File: src/rtl/axi_lite_pkg.sv
// Shared AXI-Lite definitions: response codes and the master FSM state type.
// Latency: n/a (types and constants only).
// Backpressure: n/a.
package axi_lite_pkg;

  localparam logic [1:0] RESP_OKAY   = 2'b00;
  localparam logic [1:0] RESP_EXOKAY = 2'b01;
  localparam logic [1:0] RESP_SLVERR = 2'b10;
  localparam logic [1:0] RESP_DECERR = 2'b11;

  // IDLE -> (WR -> WB | RA -> RD) -> RSP -> IDLE
  typedef enum logic [2:0] {
    ST_IDLE = 3'd0,
    ST_WR   = 3'd1,
    ST_WB   = 3'd2,
    ST_RA   = 3'd3,
    ST_RD   = 3'd4,
    ST_RSP  = 3'd5
  } mst_state_e;

endpackage

File: src/rtl/axi_lite_master_if.sv
// AXI-Lite bus bundle (AW, W, B, AR, R channels) with master and slave views.
// Latency: n/a (wires only).
// Backpressure: standard valid/ready on every channel.
// Ports: none; instantiate and connect the master modport to axi_lite_master.
interface axi_lite_master_if #(
  parameter int ADDR_WIDTH = 4,
  parameter int DATA_WIDTH = 32
);

  logic [ADDR_WIDTH-1:0]   awaddr;
  logic                    awvalid;
  logic                    awready;
  logic [DATA_WIDTH-1:0]   wdata;
  logic [DATA_WIDTH/8-1:0] wstrb;
  logic                    wvalid;
  logic                    wready;
  logic [1:0]              bresp;
  logic                    bvalid;
  logic                    bready;
  logic [ADDR_WIDTH-1:0]   araddr;
  logic                    arvalid;
  logic                    arready;
  logic [DATA_WIDTH-1:0]   rdata;
  logic [1:0]              rresp;
  logic                    rvalid;
  logic                    rready;

  modport master (
    output awaddr, awvalid, input awready,
    output wdata, wstrb, wvalid, input wready,
    input  bresp, bvalid, output bready,
    output araddr, arvalid, input arready,
    input  rdata, rresp, rvalid, output rready
  );

  modport slave (
    input  awaddr, awvalid, output awready,
    input  wdata, wstrb, wvalid, output wready,
    output bresp, bvalid, input bready,
    input  araddr, arvalid, output arready,
    output rdata, rresp, rvalid, input rready
  );

endinterface

File: src/rtl/axi_lite_master.sv
// Single-outstanding AXI-Lite master: one cmd in, one length-1 AXI transaction, one rsp out.
// Latency: bus valids one cycle after cmd accept; rsp 2 cycles after that against a zero-wait slave.
// Backpressure: cmd_ready only in IDLE; rsp held stable until rsp_ready; every AXI valid held until its ready.
// Ports: clk, rst_n (async, active-low); cmd_* request (valid/ready); rsp_* response (valid/ready)
//        with echoed write flag, read data, BRESP/RRESP and saturating bus latency; m_axi master modport.
module axi_lite_master
  import axi_lite_pkg::*;
#(
  parameter int ADDR_WIDTH = 4,
  parameter int DATA_WIDTH = 32,
  parameter int LAT_WIDTH  = 8
) (
  input  logic                    clk,
  input  logic                    rst_n,

  input  logic                    cmd_valid,
  output logic                    cmd_ready,
  input  logic                    cmd_write,
  input  logic [ADDR_WIDTH-1:0]   cmd_addr,
  input  logic [DATA_WIDTH-1:0]   cmd_wdata,
  input  logic [DATA_WIDTH/8-1:0] cmd_wstrb,

  output logic                    rsp_valid,
  input  logic                    rsp_ready,
  output logic                    rsp_write,
  output logic [DATA_WIDTH-1:0]   rsp_rdata,
  output logic [1:0]              rsp_resp,
  output logic [LAT_WIDTH-1:0]    rsp_latency,

  axi_lite_master_if.master       m_axi
);

  localparam int STRB_WIDTH = DATA_WIDTH / 8;

  mst_state_e              state_q,   state_d;
  logic [ADDR_WIDTH-1:0]   addr_q,    addr_d;
  logic [DATA_WIDTH-1:0]   wdata_q,   wdata_d;
  logic [STRB_WIDTH-1:0]   wstrb_q,   wstrb_d;
  logic                    awvalid_q, awvalid_d;
  logic                    wvalid_q,  wvalid_d;
  logic                    write_q,   write_d;
  logic [DATA_WIDTH-1:0]   rdata_q,   rdata_d;
  logic [1:0]              resp_q,    resp_d;
  logic [LAT_WIDTH-1:0]    lat_q,     lat_d;

  always_comb begin
    state_d   = state_q;
    addr_d    = addr_q;
    wdata_d   = wdata_q;
    wstrb_d   = wstrb_q;
    awvalid_d = awvalid_q;
    wvalid_d  = wvalid_q;
    write_d   = write_q;
    rdata_d   = rdata_q;
    resp_d    = resp_q;
    lat_d     = lat_q;

    // Every edge spent waiting on the bus counts, including the edge that leaves it.
    if ((state_q == ST_WR) || (state_q == ST_WB) ||
        (state_q == ST_RA) || (state_q == ST_RD)) begin
      if (lat_q != {LAT_WIDTH{1'b1}}) begin
        lat_d = lat_q + 1'b1;
      end
    end

    case (state_q)
      ST_IDLE: begin
        if (cmd_valid) begin
          addr_d  = cmd_addr;
          write_d = cmd_write;
          lat_d   = '0;
          if (cmd_write) begin
            wdata_d   = cmd_wdata;
            wstrb_d   = cmd_wstrb;
            awvalid_d = 1'b1;
            wvalid_d  = 1'b1;
            state_d   = ST_WR;
          end else begin
            state_d   = ST_RA;
          end
        end
      end
      ST_WR: begin
        // AW and W retire independently; leave only once neither is outstanding.
        if (awvalid_q && m_axi.awready) awvalid_d = 1'b0;
        if (wvalid_q && m_axi.wready)   wvalid_d  = 1'b0;
        if (!awvalid_d && !wvalid_d)    state_d   = ST_WB;
      end
      ST_WB: begin
        if (m_axi.bvalid) begin
          resp_d  = m_axi.bresp;
          rdata_d = '0;
          state_d = ST_RSP;
        end
      end
      ST_RA: begin
        if (m_axi.arready) state_d = ST_RD;
      end
      ST_RD: begin
        if (m_axi.rvalid) begin
          rdata_d = m_axi.rdata;
          resp_d  = m_axi.rresp;
          state_d = ST_RSP;
        end
      end
      ST_RSP: begin
        if (rsp_ready) state_d = ST_IDLE;
      end
      default: state_d = ST_IDLE;
    endcase
  end

  always_ff @(posedge clk or negedge rst_n) begin
    if (!rst_n) begin
      state_q   <= ST_IDLE;
      addr_q    <= '0;
      wdata_q   <= '0;
      wstrb_q   <= '0;
      awvalid_q <= 1'b0;
      wvalid_q  <= 1'b0;
      write_q   <= 1'b0;
      rdata_q   <= '0;
      resp_q    <= RESP_OKAY;
      lat_q     <= '0;
    end else begin
      state_q   <= state_d;
      addr_q    <= addr_d;
      wdata_q   <= wdata_d;
      wstrb_q   <= wstrb_d;
      awvalid_q <= awvalid_d;
      wvalid_q  <= wvalid_d;
      write_q   <= write_d;
      rdata_q   <= rdata_d;
      resp_q    <= resp_d;
      lat_q     <= lat_d;
    end
  end

  // Handshake outputs that track a single state are decoded from state_q.
  assign cmd_ready     = (state_q == ST_IDLE);
  assign rsp_valid     = (state_q == ST_RSP);
  assign m_axi.bready  = (state_q == ST_WB);
  assign m_axi.arvalid = (state_q == ST_RA);
  assign m_axi.rready  = (state_q == ST_RD);

  assign m_axi.awvalid = awvalid_q;
  assign m_axi.wvalid  = wvalid_q;
  assign m_axi.awaddr  = addr_q;
  assign m_axi.araddr  = addr_q;
  assign m_axi.wdata   = wdata_q;
  assign m_axi.wstrb   = wstrb_q;

  assign rsp_write   = write_q;
  assign rsp_rdata   = rdata_q;
  assign rsp_resp    = resp_q;
  assign rsp_latency = lat_q;

endmodule

File: src/flat_wrapper.sv
// flat-port wrapper written by rule: the top's interface ports become plain ports
module axi_lite_master_flat import axi_lite_pkg::*;
#(
  parameter int ADDR_WIDTH = 4,
  parameter int DATA_WIDTH = 32,
  parameter int LAT_WIDTH  = 8
)
  (clk, rst_n, cmd_valid, cmd_ready, cmd_write, cmd_addr, cmd_wdata, cmd_wstrb, rsp_valid, rsp_ready, rsp_write, rsp_rdata, rsp_resp, rsp_latency, m_axi_awaddr, m_axi_awvalid, m_axi_awready, m_axi_wdata, m_axi_wstrb, m_axi_wvalid, m_axi_wready, m_axi_bresp, m_axi_bvalid, m_axi_bready, m_axi_araddr, m_axi_arvalid, m_axi_arready, m_axi_rdata, m_axi_rresp, m_axi_rvalid, m_axi_rready);
  axi_lite_master_if #(.ADDR_WIDTH(ADDR_WIDTH), .DATA_WIDTH(DATA_WIDTH)) m_axi_i ();
  input  logic clk;
  input  logic rst_n;
  input  logic cmd_valid;
  output logic cmd_ready;
  input  logic cmd_write;
  input  logic [ADDR_WIDTH-1:0] cmd_addr;
  input  logic [DATA_WIDTH-1:0] cmd_wdata;
  input  logic [DATA_WIDTH/8-1:0] cmd_wstrb;
  output logic rsp_valid;
  input  logic rsp_ready;
  output logic rsp_write;
  output logic [DATA_WIDTH-1:0] rsp_rdata;
  output logic [1:0] rsp_resp;
  output logic [LAT_WIDTH-1:0] rsp_latency;
  output wire logic [$bits(m_axi_i.awaddr)-1:0] m_axi_awaddr;
  output wire logic [$bits(m_axi_i.awvalid)-1:0] m_axi_awvalid;
  input wire logic [$bits(m_axi_i.awready)-1:0] m_axi_awready;
  output wire logic [$bits(m_axi_i.wdata)-1:0] m_axi_wdata;
  output wire logic [$bits(m_axi_i.wstrb)-1:0] m_axi_wstrb;
  output wire logic [$bits(m_axi_i.wvalid)-1:0] m_axi_wvalid;
  input wire logic [$bits(m_axi_i.wready)-1:0] m_axi_wready;
  input wire logic [$bits(m_axi_i.bresp)-1:0] m_axi_bresp;
  input wire logic [$bits(m_axi_i.bvalid)-1:0] m_axi_bvalid;
  output wire logic [$bits(m_axi_i.bready)-1:0] m_axi_bready;
  output wire logic [$bits(m_axi_i.araddr)-1:0] m_axi_araddr;
  output wire logic [$bits(m_axi_i.arvalid)-1:0] m_axi_arvalid;
  input wire logic [$bits(m_axi_i.arready)-1:0] m_axi_arready;
  input wire logic [$bits(m_axi_i.rdata)-1:0] m_axi_rdata;
  input wire logic [$bits(m_axi_i.rresp)-1:0] m_axi_rresp;
  input wire logic [$bits(m_axi_i.rvalid)-1:0] m_axi_rvalid;
  output wire logic [$bits(m_axi_i.rready)-1:0] m_axi_rready;
  assign m_axi_awaddr = m_axi_i.awaddr;
  assign m_axi_awvalid = m_axi_i.awvalid;
  assign m_axi_i.awready = m_axi_awready;
  assign m_axi_wdata = m_axi_i.wdata;
  assign m_axi_wstrb = m_axi_i.wstrb;
  assign m_axi_wvalid = m_axi_i.wvalid;
  assign m_axi_i.wready = m_axi_wready;
  assign m_axi_i.bresp = m_axi_bresp;
  assign m_axi_i.bvalid = m_axi_bvalid;
  assign m_axi_bready = m_axi_i.bready;
  assign m_axi_araddr = m_axi_i.araddr;
  assign m_axi_arvalid = m_axi_i.arvalid;
  assign m_axi_i.arready = m_axi_arready;
  assign m_axi_i.rdata = m_axi_rdata;
  assign m_axi_i.rresp = m_axi_rresp;
  assign m_axi_i.rvalid = m_axi_rvalid;
  assign m_axi_rready = m_axi_i.rready;
  axi_lite_master #(.ADDR_WIDTH(ADDR_WIDTH), .DATA_WIDTH(DATA_WIDTH), .LAT_WIDTH(LAT_WIDTH)) u_core (.clk(clk), .rst_n(rst_n), .cmd_valid(cmd_valid), .cmd_ready(cmd_ready), .cmd_write(cmd_write), .cmd_addr(cmd_addr), .cmd_wdata(cmd_wdata), .cmd_wstrb(cmd_wstrb), .rsp_valid(rsp_valid), .rsp_ready(rsp_ready), .rsp_write(rsp_write), .rsp_rdata(rsp_rdata), .rsp_resp(rsp_resp), .rsp_latency(rsp_latency), .m_axi(m_axi_i));
endmodule
File: config.mk
export PLATFORM = sky130hd
export DESIGN_NAME = axi_lite_master_flat
export DESIGN_NICKNAME = d
export VERILOG_FILES = /design/src/rtl/axi_lite_pkg.sv /design/src/rtl/axi_lite_master_if.sv /design/src/rtl/axi_lite_master.sv /design/src/flat_wrapper.sv
export SDC_FILE = /design/constraint.sdc
export NUM_CORES = 1
export LEC_CHECK = 0
export ABC_AREA = 1
export BUFFER_PORTS_ARGS = -buffer_cell sky130_fd_sc_hd__buf_2
export CORE_MARGIN = 1
export CORE_UTILIZATION = 42
export CTS_CLUSTER_DIAMETER = 60
export CTS_CLUSTER_SIZE = 14
export DETAILED_ROUTE_END_ITERATION = 10
export PLACE_DENSITY = 0.74
export SLEW_MARGIN = 0
export SYNTH_ARGS = -nofsm -noshare
export SYNTH_HDL_FRONTEND = slang
export SYNTH_SLANG_ARGS = --single-unit
File: constraint.sdc
create_clock -name clk -period 1.7 [get_ports clk]
set_clock_uncertainty 0.15 [all_clocks]
set_input_delay 0.34 -clock clk [delete_from_list [all_inputs] [get_ports clk]]
set_output_delay 0.34 -clock clk [all_outputs]
set_load 0.005 [all_outputs]
==> flow_metrics.env <==
export IMPL_grt_pass1_vias=3697
export IMPL_portBuffers=179
export IMPL_synthesis_nets=552
export IMPL_cp_data_required_time_ns=1.21
export IMPL_initial_core_utilization=0.438
export IMPL_post_synth_main_area_contributors="dfrtp_1, nand2_1, nand3_1"
export IMPL_detailedRoute_firstIterationViolations=213
export IMPL_stdcell_area_um2=5960
export IMPL_static_leakage_power_nw=3.39
export IMPL_grt_setup_unrepaired="true"
export IMPL_max_slew_violation_count=0
export IMPL_cts_htree_levels=3
export IMPL_drt_antenna_violating_nets=0
export IMPL_synth_area_leader_cell="dfrtp_1"
export IMPL_postLayoutSetupSlackWorst_ns=-0.127
export IMPL_run_status="complete, but fails checks"
export IMPL_yosysUniqueCellTypes=23
export IMPL_worst_hold_path_endpoint="u_core.rsp_rdata[31]"
export IMPL_route_detailed_vias_per_inst=4.99
export IMPL_p_int_mw=6.79
export IMPL_grt_pass1_wl_um=17300
export IMPL_cts_buffers=9
export IMPL_min_path_type="in2reg"
export IMPL_synth_seq_area_share=0.571
export IMPL_number_of_design_rule_violations_left_after_detail_routing=20
export IMPL_area_share_of_the_largest_cell_type_after_synthesis=0.571
export IMPL_fin_tns_setup_ns=-1.68
export IMPL_multi_input_area_um2=1660
export IMPL_worstMarginPinSlew_ns=0.306
export IMPL_hold_viol_final=0
export IMPL_globalRoute_totalOverflow=0
export IMPL_wl_per_cell_um=15.2
export IMPL_final_setup_viol_count=43
export IMPL_rows=34
export IMPL_endpoint_kind="primary output"
export IMPL_wl_um=12200
export IMPL_power_net_switching_mw=4.42
export IMPL_pwr_density_cell_nw_per_um2=1880
export IMPL_yosysWarningCount=0
export IMPL_synth_seq_cells=88
export IMPL_p_seq_frac=0.320
export IMPL_fp_dieW_um=97.8
export IMPL_power_switching_fraction=0.394
export IMPL_numClockSinks=88
export IMPL_tritoncts="yes"
export IMPL_areaGrowthSynthToFinish_pct=54.7
export IMPL_gp_congestion=0.773
export IMPL_cts_root_buffer="clkbuf_8"
export IMPL_clk_latency_ns=0.36
export IMPL_r2r_end="u_core.rsp_rdata[24]"
export IMPL_power_frac_comb=0.527
export IMPL_grt_antenna_before_repair=0
export IMPL_slew_headroom=0.794
export IMPL_sequential_cell_area_um2=2200
export IMPL_fill_cells=691
export IMPL_maxClockFrequency_mhz=547
export IMPL_timing_hold_worst_path_depth=3
export IMPL_mostFrequentLayoutCells="nand2_1, buf_2, dfrtp_1"
export IMPL_fin_crit_ns=1.83
export IMPL_worstSetupStartpointType="register"
export IMPL_antennaDiodeCount=0
export IMPL_ioPinCount=180
export IMPL_drive_gt1_frac=0.459
export IMPL_report_power_total_mw=11.2
export IMPL_grt_max_degree=44
export IMPL_core_area_um2=8810
export IMPL_dpl_hpwl_um=7290
export IMPL_hold_path_startpoint="m_axi_rdata[31]"
export IMPL_pre_cts_slack_ns=-0.108
export IMPL_synth_avg_cell_area_um2=8.29
export IMPL_groute_usage_overall=0.227
export IMPL_worstPathArrival_ns=1.34
export IMPL_reg2reg_slack_ns=-0.10
export IMPL_worst_r2r_cell_count=9
export IMPL_die_h_um=97.8
export IMPL_critical_path_reg2reg_startpoint="u_core.state_q[2]"
export IMPL_ctsLongestPathBuffers=2
export IMPL_timing_max_cap_violations=0
export IMPL_violations="design-rule violations, negative setup slack"
export IMPL_critical_path_class="reg2out"
export IMPL_die_area_um2=9560
export IMPL_layout_nets=773
export IMPL_worstPathMaxFanout=5
export IMPL_clock_power_share=0.153
export IMPL_clkTransAtPathRegs_ns=0.09
export IMPL_cell_area_after_placement_um2=4980
export IMPL_finalCritPeriodShare=1.07
export IMPL_netlist_instances=465
export IMPL_final_common_cell="nand2_1"
export IMPL_netlist_area_um2=3850
export IMPL_vias=3975
export IMPL_drt_first_pass_iters=8
export IMPL_worst_ir_drop_vdd_v=0.00104
critical path: stages, from the launching register on:
cell and delay [ns]:
dfrtp_2 0.48, nor2_4 0.12, inv_2 0.06, nor2_4 0.11
buf_12 0.12, buf_6 0.08
worst max path at each step:
stage                            startpoint                    to  slack, ns
after floorplan           u_core.state_q[2]             cmd_ready       0.02
after global placement    u_core.state_q[2]  u_core.rsp_rdata[12]      -0.03
after detailed placement  u_core.state_q[2]  u_core.rsp_rdata[15]      -0.11
after CTS                 u_core.state_q[1]             cmd_ready      -0.12
after global routing      u_core.state_q[1]             cmd_ready      -0.17
final                     u_core.state_q[1]             cmd_ready      -0.13
area by class of cell:
type                            count  area share
Clock buffer                        9      0.0208
Inverter                           23      0.0166
Tap cell                          108      0.0227
Clock inverter                      5      0.0178
Sequential cell                    88       0.370
Multi-Input combinational cell    328       0.279
Timing Repair Buffer              236       0.274
per-layer routing:
metal	part of all wire	up-vias	track usage	wire length, um
met4	0.011	0	0.0758	135
met1	0.41	1886	0.294	4950
li1	-	1918	-	-
met2	0.52	159	0.366	6280
met3	0.065	12	0.0687	788
met5	0	-	0	0
power by group through the flow:
stage / Sequential [mW] / Combinational [mW] / Clock (mW)
after detailed placement: 3.52 / 3.97 / 0
after CTS: 3.51 / 4.49 / 1.73
after floorplan: 3.58 / 2.11 / 0
final: 3.59 / 5.90 / 1.72
after global placement: 3.49 / 3.82 / 0
after global routing: 3.70 / 6.41 / 1.84
logic make-up (layout without fill, tap and decap cells):
kind of cell | after synthesis | after routing | synth area share
and+or+nand+nor | 274 | 275 | 0.290
DFF | 88 | 88 | 0.571
buffers and inverters | 50 | 273 | 0.0649
AOI/OAI and AO/OA | 49 | 49 | 0.0636
xor gates and xnor gates | 3 | 3 | 0.00682
adders and majority gates | 1 | 1 | 0.00325
synthesized netlist by cell type:
library cell	n
xnor2_1	1
nor2_2	2
a21oi_1	7
nand4_1	2
o21ai_0	39
inv_1	22
nor3_1	1
clkbuf_1	8
buf_6	3
nand3b_1	1
and2_1	1
inv_2	1
buf_4	8
buf_2	8
nand3_1	45
dfrtp_1	88
o21ai_1	3
nand2_1	196
nor2_1	22
nor2_4	1
xor2_1	2
ha_1	1
nand2_2	3
what timing repair did:
| action | in CTS | in global routing |
|---|---|---|
| hold endpoints to repair | 88 | 0 |
| gates cloned | 2 | 8 |
| gates resized for setup | 20 | 112 |
| endpoints found under the setup margin | 39 | 91 |
| buffers inserted | 12 | 12 |
| hold buffers | 1 | 0 |
| pin swaps | 5 | 62 |
sequential cells by signal, summed over array words and instances (netlist names):
| name | cells |
|---|---|
| u_core.rsp_rdata | 32 |
| u_core.m_axi.wstrb | 4 |
| u_core.m_axi.araddr | 4 |
| u_core.rsp_resp | 2 |
| u_core.rsp_latency | 8 |
| u_core.state_q | 3 |
| u_core.m_axi.awvalid | 1 |
| u_core.m_axi.wdata | 32 |
| u_core.m_axi.wvalid | 1 |
| u_core.rsp_write | 1 |
through the flow:
stage | cells | util | hold slack, ns
CTS | 778 | 0.617 | 0.0148
detailed placement | 749 | 0.565 | 0.0680
floorplan | 465 | - | -0.106
global route | 797 | 0.677 | 0.0122
global placement | 749 | 0.565 | 0.0656
finish | 797 | 0.677 | 0.0249
Note: power is estimated with default switching activity, not from simulation.
